**config.mk**
```make
export PLATFORM = sky130hd
export DESIGN_NAME = ex_div_sequencer
export DESIGN_NICKNAME = d
export VERILOG_FILES = /design/src/rtl/ex_div_sequencer.sv
export SDC_FILE = /design/constraint.sdc
export NUM_CORES = 1
export LEC_CHECK = 0
export BUFFER_PORTS_ARGS = -buffer_cell sky130_fd_sc_hd__clkbuf_2
export CAP_MARGIN = 20
export CORE_MARGIN = 2
export CORE_UTILIZATION = 55
export DETAILED_ROUTE_END_ITERATION = 8
export PLACE_DENSITY_LB_ADDON = 0.2
export SYNTH_ARGS = -nofsm -noshare
export SYNTH_HDL_FRONTEND = slang
export SYNTH_SLANG_ARGS = --single-unit
```
**constraint.sdc**
```tcl
create_clock -name CLK -period 7.1 [get_ports CLK]
set_clock_uncertainty 0.1 [all_clocks]
set_input_delay 0.71 -clock CLK [delete_from_list [all_inputs] [get_ports CLK]]
set_output_delay 0.71 -clock CLK [all_outputs]
set_load 0.02 [all_outputs]
```
**src/rtl/ex_div_sequencer.sv**
```systemverilog
// Multi-cycle RV32M divide/remainder sequencer for the EX stage.
// Accepts DIV/DIVU/REM/REMU, runs a 32-step restoring division on operand
// magnitudes, applies the sign fix-up, and presents the result for exactly
// one cycle while holding the pipeline with STALL until then.
module ex_div_sequencer #(
  parameter int WIDTH = 32
) (
  input  logic             CLK,
  input  logic             RST,
  input  logic             START,
  input  logic [2:0]       FUNC3,
  input  logic [WIDTH-1:0] OPERAND_A,
  input  logic [WIDTH-1:0] OPERAND_B,
  input  logic             FLUSH,
  output logic             STALL,
  output logic             BUSY,
  output logic [WIDTH-1:0] RESULT,
  output logic             RESULT_VALID
);

  localparam int CW = $clog2(WIDTH);
  localparam logic [WIDTH-1:0] MIN_INT = {1'b1, {(WIDTH-1){1'b0}}};

  typedef enum logic [1:0] {
    IDLE = 2'd0,
    RUN  = 2'd1,
    DONE = 2'd2
  } state_t;

  state_t           state, state_next;
  logic [CW-1:0]    cnt;

  // Datapath registers (operands, partial remainder, quotient, sign flags)
  logic [WIDTH-1:0] divisor;
  logic [WIDTH-1:0] rem_q;
  logic [WIDTH-1:0] quo;
  logic             is_rem_q;
  logic             neg_q;
  logic             neg_r;

  // Operand decode at the accept point
  logic             is_signed, is_rem, a_neg, b_neg;
  logic [WIDTH-1:0] a_abs, b_abs;
  logic             accept, div_zero, overflow, fast;
  logic [WIDTH-1:0] fast_result;

  // One restoring-division step and the sign-corrected final value
  logic [WIDTH:0]   r_shift, trial;
  logic [WIDTH-1:0] r_step, q_step;
  logic [WIDTH-1:0] final_result;
  logic             last;

  // DIV/DIVU vs REM/REMU is FUNC3[1]; signedness is FUNC3[0]; FUNC3[2] is
  // always set for the M-extension divides and carries no information here.
  logic unused_func3;
  assign unused_func3 = FUNC3[2];

  assign is_signed   = ~FUNC3[0];
  assign is_rem      = FUNC3[1];
  assign a_neg       = is_signed & OPERAND_A[WIDTH-1];
  assign b_neg       = is_signed & OPERAND_B[WIDTH-1];
  assign a_abs       = a_neg ? -OPERAND_A : OPERAND_A;
  assign b_abs       = b_neg ? -OPERAND_B : OPERAND_B;
  assign accept      = (state == IDLE) & START & ~FLUSH;
  assign div_zero    = (OPERAND_B == '0);
  assign overflow    = is_signed & (OPERAND_A == MIN_INT) & (OPERAND_B == '1);
  assign fast        = div_zero | overflow;
  // Divide-by-zero returns the raw dividend as remainder; signed overflow
  // returns MIN_INT as quotient and zero remainder.
  assign fast_result = div_zero ? (is_rem ? OPERAND_A : '1)
                                : (is_rem ? '0 : MIN_INT);

  assign last    = (cnt == CW'(WIDTH - 1));
  assign r_shift = {rem_q, quo[WIDTH-1]};
  assign trial   = r_shift - {1'b0, divisor};
  // The partial remainder stays below the divisor, so it always fits in
  // WIDTH bits; trial[WIDTH] is the borrow that says "did not fit".
  assign r_step  = trial[WIDTH] ? r_shift[WIDTH-1:0] : trial[WIDTH-1:0];
  assign q_step  = {quo[WIDTH-2:0], ~trial[WIDTH]};
  assign final_result = is_rem_q ? (neg_r ? -r_step : r_step)
                                 : (neg_q ? -q_step : q_step);

  // Next-state selection and the combinational pipeline stall
  always_comb begin
    // NOTE: every signal gets a default first so no path leaves it unassigned, which would infer a latch.
    state_next = state;
    STALL      = 1'b0;
    case (state)
      IDLE: if (accept) state_next = fast ? DONE : RUN;
      RUN:  if (last)   state_next = DONE;
      DONE: state_next = IDLE;
      default: state_next = IDLE;
    endcase
    if (FLUSH) state_next = IDLE;
    STALL = ~RST & ~FLUSH & (((state == IDLE) & START) | (state == RUN));
  end

  // Control state, iteration counter and registered outputs
  always_ff @(posedge CLK) begin
    // NOTE: sequential state uses non-blocking assignments so every flop samples pre-edge values.
    if (RST) begin
      state        <= IDLE;
      cnt          <= '0;
      BUSY         <= 1'b0;
      RESULT_VALID <= 1'b0;
      RESULT       <= '0;
    end else begin
      state        <= state_next;
      cnt          <= ((state == RUN) && (state_next == RUN)) ? cnt + CW'(1) : '0;
      BUSY         <= (state_next != IDLE);
      RESULT_VALID <= (state_next == DONE);
      if (state_next == DONE) begin
        RESULT <= (state == IDLE) ? fast_result : final_result;
      end
    end
  end

  // Operand capture on accept and one shift/subtract step per RUN cycle
  always_ff @(posedge CLK) begin
    // NOTE: datapath registers carry no reset; they are always loaded on accept before being read.
    if (accept) begin
      divisor  <= b_abs;
      quo      <= a_abs;
      rem_q    <= '0;
      is_rem_q <= is_rem;
      neg_q    <= a_neg ^ b_neg;
      neg_r    <= a_neg;
    end else if (state == RUN) begin
      quo   <= q_step;
      rem_q <= r_step;
    end
  end

endmodule
```
==> summary.md, run 1 <==
| Metric | Value |
|---|---|
| Pleak | `4.82 nW` |
| Pre-CTS setup slack | `roughly 0.97 ns` |
| RSZ-0062 raised after global routing | `false` |
| Tmin final | `6.27 ns` |
| CTS sink cnt | `between 100 and 150` |
| Antenna diodes | `0` |
| WP data required | `7.35 ns` |
| Pwr/cell area | `181 nW/um^2` |
| Gr usage total | `0.302` |
| Final worst slack | `between 0.8 and 0.9 ns` |
| Main combinational cell family by area after synthesis | `compound AO/OA/AOI/OAI gates` |
| Synthesized area | `10800 um^2` |
| Max Fclk | `0.159 GHz` |
| Maximum vdd drop | `0.162 mV` |
| Most Frequent Cell on Critical Path | `inv_1` |
| Clock Latency Late Sink | `0.43 ns` |
| Outcome | `finished, final reports clean` |
| Worst Hold Class | `reg2reg` |
| GPL Wtd Cong | `0.928` |
| Initial DRC count | `820` |
| Max Cap Violations | `0` |
| Async set-reset flop share out of synthesis | `0` |
| Min Hold Slack | `0.344 ns` |
| Ports | `106` |
| Post-Layout Cell Count | `roughly 1700` |
| Max incr delay on CP | `between 0.5 and 0.6 ns` |
| # fillers | `roughly 1800` |
| Critical Path Fanout Max | `30` |
| Synth area leaders | `edfxtp_1 19%, dfxtp_1 14%, xnor2_1 6.6%` |
| GRT overflow | `0` |
| Rows | `51` |
| Adder-cell share of the synthesized area | `0.0469` |
| Synth Area in Compound Gates | `0.241` |
| Drt first pass iters | `5` |
| Unique masters post-synth | `80` |
| Synth Area per Inst | `8.16 um^2` |
| Die span in x | `144 um` |
| Worst-Margin Slew | `1.00 ns` |
| Hold Vio Cnt, Final | `0` |
| Antenna-violating nets left | `0` |
| Main synth FF type | `dfxtp_1` |
| Vias in the first global route | `9504` |
| Critical-path top delay cell | `or4b_1` |
| Die ar. | `20800 um^2` |
| Synth area leader | `edfxtp_1` |
| Share of cells above drive strength 1 | `0.125` |
| Port-buffer cells | `104` |
| Hold_buf cts | `0` |
| Die height | `144 um` |
| Share of the synthesized area in the top cell type | `0.186` |
| Vias post-DR | `~10000` |
| Residual DRC | `0` |
| Cells after synthesis | `1326` |
| Setup TNS | `0 ns` |
| EDFF count, synth | `67` |
| Slew HR | `0.326` |
| Setup violations, final | `0` |
| Critical path arrival | `~6.5 ns` |
| # Post-CTS Setup Buffers | `0` |
| DP HPWL | `23400 um` |
| Synth Net Count | `1437` |
| Tcrit/Tclk final | `0.883` |
| Mux share of post-synthesis cell area | `0.0333` |
| Area grow syn2layout | `12.2%` |
| Design area | `12100 um^2` |
| Clock buffer depth | `2` |
| Critical path capture point type | `register` |
| Yosys warning count | `0` |
| H-tree depth | `4` |
| Drt total wl | `31100 um` |
| Simple logic cell fraction of the synthesized area | `0.201` |
| XOR/XNOR Fraction of Synth Area | `0.114` |
| WL per Instance | `about 18 um` |
| Post-layout util | `0.626` |
| Starting Density | `0.558` |
| CTS Buf Count | `17` |
| Register area share after synthesis | `0.321` |
| Largest net degree at the start of global routing | `67` |
| CTS tree | `built` |
| Worst-path clk slew | `0.07 ns` |
| Post-synthesis register bit count | `140` |
| Synth cell count leaders | `150 x nand2_1, 134 x o21ai_0, 108 x nor2_1, 90 x a21oi_1, 82 x xnor2_1` |
| Post_cts resized | `0` |
| Initial antenna violation count | `1` |
| Post-DP Area | `11500 um^2` |
| CTS Root Cell | `clkbuf_16` |
| Final nets | `1514` |
| Tot Pwr | `2.20 mW` |
| Via density | `6.19` |
| Core area | `19400 um^2` |
| Post-Place Cells | `1649` |
| Fin. max-slew vios | `0` |
| CP Launch Type | `register` |
| WS Path Type | `reg2reg` |
| First-pass GRT wire length | `a little under 50000 um` |
| Most common cell in the netlist | `nand2_1` |
[cell usage in the layout (no fill, tap or decap), types with 20 or more instances in the layout]
master,n
dfxtp_1,73
edfxtp_1,67
nand3_1,20
mux2i_1,30
o21ai_0,134
nor2_1,108
nand2_1,150
nor3_1,39
clkbuf_2,104
inv_1,59
o31ai_1,27
xnor2_1,82
a21oi_1,90
ha_1,39
xor2_1,59
[critical path, delay by kind of cell (launching register included)]
family                     cells  cell delay, ns
AOI/OAI and AO/OA              9            2.08
xor gates and xnor gates       1            0.11
buffers and inverters          5            0.63
adders and majority gates      3            0.87
and+or+nand+nor                7            1.94
DFF                            1            0.45
[where the power goes]
part           internal [mW]  switching, mW
Sequential             0.883         0.0247
Combinational          0.138          0.225
Clock                  0.553          0.374
Total                   1.57          0.624
[sequential cells by signal (all words and copies together) (netlist names)]
register	count
rem_q	32
is_rem_q	1
quo	32
cnt	5
divisor	32
neg_r	1
BUSY	1
state	2
neg_q	1
RESULT_VALID	1
RESULT	32
[cells by family after synthesis]
group           Yosys count
simple gates            444
compound gates          405
xor+xnor                141
flops                   140
buf+inv                 121
fa+ha+maj                40
mux                      35
[cell type report]
class                           instances  area [um^2]  share of cell area
Tap cell                              265          332              0.0273
Clock buffer                           18          429              0.0354
Sequential cell                       140         3470               0.286
Inverter                               61          229              0.0189
Timing Repair Buffer                  118          626              0.0515
Clock inverter                         14          168              0.0138
Multi-Input combinational cell       1065         6880               0.567
[metal layers]
metal	global-route usage	vias to the layer above	wire [um]
li1	-	5024	-
met1	0.400	4913	13300
met2	0.504	405	14900
met3	0.0560	66	2180
met4	0.0940	0	688
met5	0	-	0
[path summary, 6_finish.rpt]
kind / from / slack, ns / cells past startpoint / end
hold / removal: RESULT[12] / 0.34 / 2 / RESULT[12]
setup / recovery: quo[31] / 0.83 / 25 / RESULT[30]
setup reg to reg: quo[31] / 0.83 / 25 / RESULT[30]
hold reg to reg: RESULT[12] / 0.34 / 2 / RESULT[12]
(Power assumes the default switching activity.)
==> run 2: changes to the inputs <==
--- a/config.mk
+++ b/config.mk
@@ -5,6 +5,7 @@
 export SDC_FILE = /design/constraint.sdc
 export NUM_CORES = 1
 export LEC_CHECK = 0
+export ABC_AREA = 1
 export BUFFER_PORTS_ARGS = -buffer_cell sky130_fd_sc_hd__clkbuf_2
 export CAP_MARGIN = 20
 export CORE_MARGIN = 2
==> run 2 against run 1 <==
Die area is 13% higher. Highest routed layer is now met5. Clock-buffer cell count up 1. Final cell count increased by 37%. Register-to-register slack better by 0.82 ns.
==> summary.md, run 2 <==
| Metric | Value |
|---|---|
| Residual DRC | `0 (unchanged)` |
| Clock buffer depth | `2 (unchanged)` |
| Hold_buf cts | `0 (unchanged)` |
| Starting Density | `0.561 (+0.00364)` |
| Synthesized area | `12300 um^2 (+14%)` |
| Worst Hold Class | `reg2reg` |
| Mux share of post-synthesis cell area | `0 (-0.0333)` |
| CTS tree | `built` |
| Drt first pass iters | `5 (unchanged)` |
| Cells after synthesis | `1935 (+46%)` |
| XOR/XNOR Fraction of Synth Area | `0.0527 (-0.0614)` |
| Unique masters post-synth | `53 (-34%)` |
| Synth Net Count | `2046 (+42%)` |
| Clock Latency Late Sink | `0.43 ns (about the same)` |
| Critical path arrival | `5.71 ns (-0.81 ns)` |
| Synth cell count leaders | `557 x nand2_1, 267 x inv_1, 186 x nor2_1, 138 x nand3_1, 112 x o21ai_0` |
| Synth Area per Inst | `6.35 um^2 (-22%)` |
| GRT overflow | `0 (unchanged)` |
| Main synth FF type | `dfxtp_1` |
| Drt total wl | `37600 um (+21%)` |
| CP Launch Type | `register` |
| Critical path endpoint | `RESULT[30]` |
| Most common cell after layout, fill and taps aside | `nand2_1` |
| Worst-path clk slew | `0.07 ns (about the same)` |
| Die ar. | `23600 um^2 (+13%)` |
| Most Frequent Cell on Critical Path | `nand2_1` |
| R2r setup slk | `1.65 ns (+0.82 ns)` |
| R2r endpoint | `RESULT[30]` |
| Initial antenna violation count | `2 (+1)` |
| Slew HR | `0.403 (+0.0776)` |
| CTS sink cnt | `140 (unchanged)` |
| Max incr delay on CP | `0.54 ns (about the same)` |
| Rows | `54 (+5.9%)` |
| Setup violations, final | `0 (unchanged)` |
| Antenna-violating nets left | `0 (unchanged)` |
| # fillers | `2104 (+19%)` |
| Core area | `21900 um^2 (+13%)` |
| Vias in the first global route | `11600 (+23%)` |
| R2R cell count | `27 (+8.0%)` |
| Via density | `5.58 (-9.9%)` |
| Adder-cell share of the synthesized area | `0.0413 (-0.00561)` |
| CTS Buf Count | `17 (unchanged)` |
| Share of cells above drive strength 1 | `0.116 (-0.00916)` |
| WS Path Type | `reg2reg` |
| Reg2Reg Launch Point | `quo[31]` |
| RSZ-0062 raised after global routing | `false` |
| Pwr/cell area | `194 nW/um^2 (+7.1%)` |
| Async set-reset flop share out of synthesis | `0 (unchanged)` |
| Setup TNS | `0 ns (unchanged)` |
| Max Fclk | `0.183 GHz (+15%)` |
| Most common cell in the netlist | `nand2_1` |
| Most frequent cells in the layout | `556 x nand2_1, 267 x inv_1, 186 x nor2_1` |
| Area of the multi-input gates | `7480 um^2 (+8.7%)` |
| Outcome | `finished, final reports clean` |
| Max Cap Violations | `0 (unchanged)` |
| Port-buffer cells | `104 (unchanged)` |
| Synth Area in Compound Gates | `0.142 (-0.0986)` |
| Post-synthesis register bit count | `140 (unchanged)` |
| Area grow syn2layout | `10.0%` |
| Critical-path top delay cell | `nand2_4` |
| Share of the synthesized area in the top cell type | `0.170 (-0.0158)` |
| WL per Instance | `16.4 um (-12%)` |
| First-pass GRT wire length | `60500 um (+24%)` |
| EDFF count, synth | `67 (unchanged)` |
| Die height | `153 um (+6.4%)` |
| Initial DRC count | `1311 (+60%)` |
| Antenna diodes | `0 (unchanged)` |
| Main combinational cell family by area after synthesis | `simple AND/OR/NAND/NOR gates` |
| DP HPWL | `29200 um (+25%)` |
| Synth area leader | `nand2_1` |
| Pleak | `6.79 nW (+41%)` |
| Register Area | `3470 um^2 (unchanged)` |
| Tcrit/Tclk final | `0.768 (-0.115)` |
| Tmin final | `5.45 ns (-0.819 ns)` |
| Register area share after synthesis | `0.283 (-0.0384)` |
| Critical Path Source | `quo[31]` |
| # Post-CTS Setup Buffers | `0 (unchanged)` |
| Min Hold Slack | `0.349 ns (+0.00480 ns)` |
| Largest net degree at the start of global routing | `64 (-4.5%)` |
| Fin. max-slew vios | `0 (unchanged)` |
| Yosys warning count | `0 (unchanged)` |
| Critical Path Fanout Max | `48 (+60%)` |
| H-tree depth | `4 (unchanged)` |
| Final nets | `2118 (+40%)` |
| CTS Root Cell | `clkbuf_16` |
| Simple logic cell fraction of the synthesized area | `0.372 (+0.171)` |
| Hold Vio Cnt, Final | `0 (unchanged)` |
| Ports | `106 (unchanged)` |
| Critical path capture point type | `register` |
| Post_cts resized | `0 (unchanged)` |
| Synth area leaders | `nand2_1 17%, edfxtp_1 16%, dfxtp_1 12%` |
| Maximum vdd drop | `0.145 mV (-11%)` |
| Die span in x | `153 um (+6.4%)` |
| GPL Wtd Cong | `0.980 (+5.6%)` |
| Vias post-DR | `12800 (+23%)` |
| Gr usage total | `0.319 (+0.0166)` |
| Worst-Margin Slew | `0.894 ns (-0.108 ns)` |
| WP data required | `7.36 ns (about the same)` |
-- run 2: cell count changes after synthesis, sizes merged, moves of 14 or more --
cell	before	now
nand2	150	598
nand2b	17	0
or4	15	0
a21o	17	3
inv	60	272
o22ai	3	32
o31ai	27	1
mux2i	30	0
xnor2	82	12
nand3	20	145
nor2	109	198
-- run 2: kinds of logic after synthesis --
logic type / count (synthesis)
compound gates: 305
xor+xnor: 74
fa+ha+maj: 40
buf+inv: 334
flops: 140
simple gates: 1042
-- run 2: metal layers --
layer	track usage	routed length, um	vias up
met3	0.0538	3310	44
met5	0	23	-
met4	0.0765	607	4
met1	0.455	16700	5810
li1	-	-	6434
met2	0.507	16900	538
-- run 2: per-stage QoR --
step                      instances   util  power, mW  instance area [um^2]  setup slack, ns
after floorplan                1935      -       1.49                 12300             3.07
after global placement         2268  0.590       1.68                 12900             1.89
after detailed placement       2268  0.590       1.69                 12900             1.80
after CTS                      2300  0.618       2.61                 13500             1.74
after global routing           2300  0.618       2.76                 13500             1.08
final                          2300  0.618       2.62                 13500             1.65
-- run 2: worst min-delay path by stage --
stage / slack, ns / depth (start not counted) / from / endpoint
final: 0.35 / 1 / cnt[0] / cnt[0]
after CTS: 0.35 / 1 / cnt[0] / cnt[0]
after global placement: 0.33 / 1 / cnt[0] / cnt[0]
after global routing: 0.38 / 1 / cnt[0] / cnt[0]
after floorplan: 0.32 / 1 / cnt[0] / cnt[0]
after detailed placement: 0.34 / 1 / cnt[0] / cnt[0]
-- run 2: power by group --
part           internal (mW)  switching, mW  total [mW]
logic                  0.246          0.527       0.773
registers              0.889         0.0293       0.919
clock network          0.520          0.412       0.932
total                   1.66          0.969        2.62
-- run 2: area by class of cell --
cell class / instances / share of cell area
inverter: 273 / 0.0758
clock buffer: 19 / 0.0336
tap: 280 / 0.0259
sequential: 140 / 0.257
multi-input combinational: 1461 / 0.553
clock inverter: 13 / 0.0107
timing repair buffer: 114 / 0.0440
-- run 2: worst max-delay path: cells and delay by family (launching register included) --
family,cells,cell delay [ns]
buf+inv,2,0.21
compound gates,4,0.78
flops,1,0.46
fa+ha+maj,3,0.86
simple gates,18,2.94
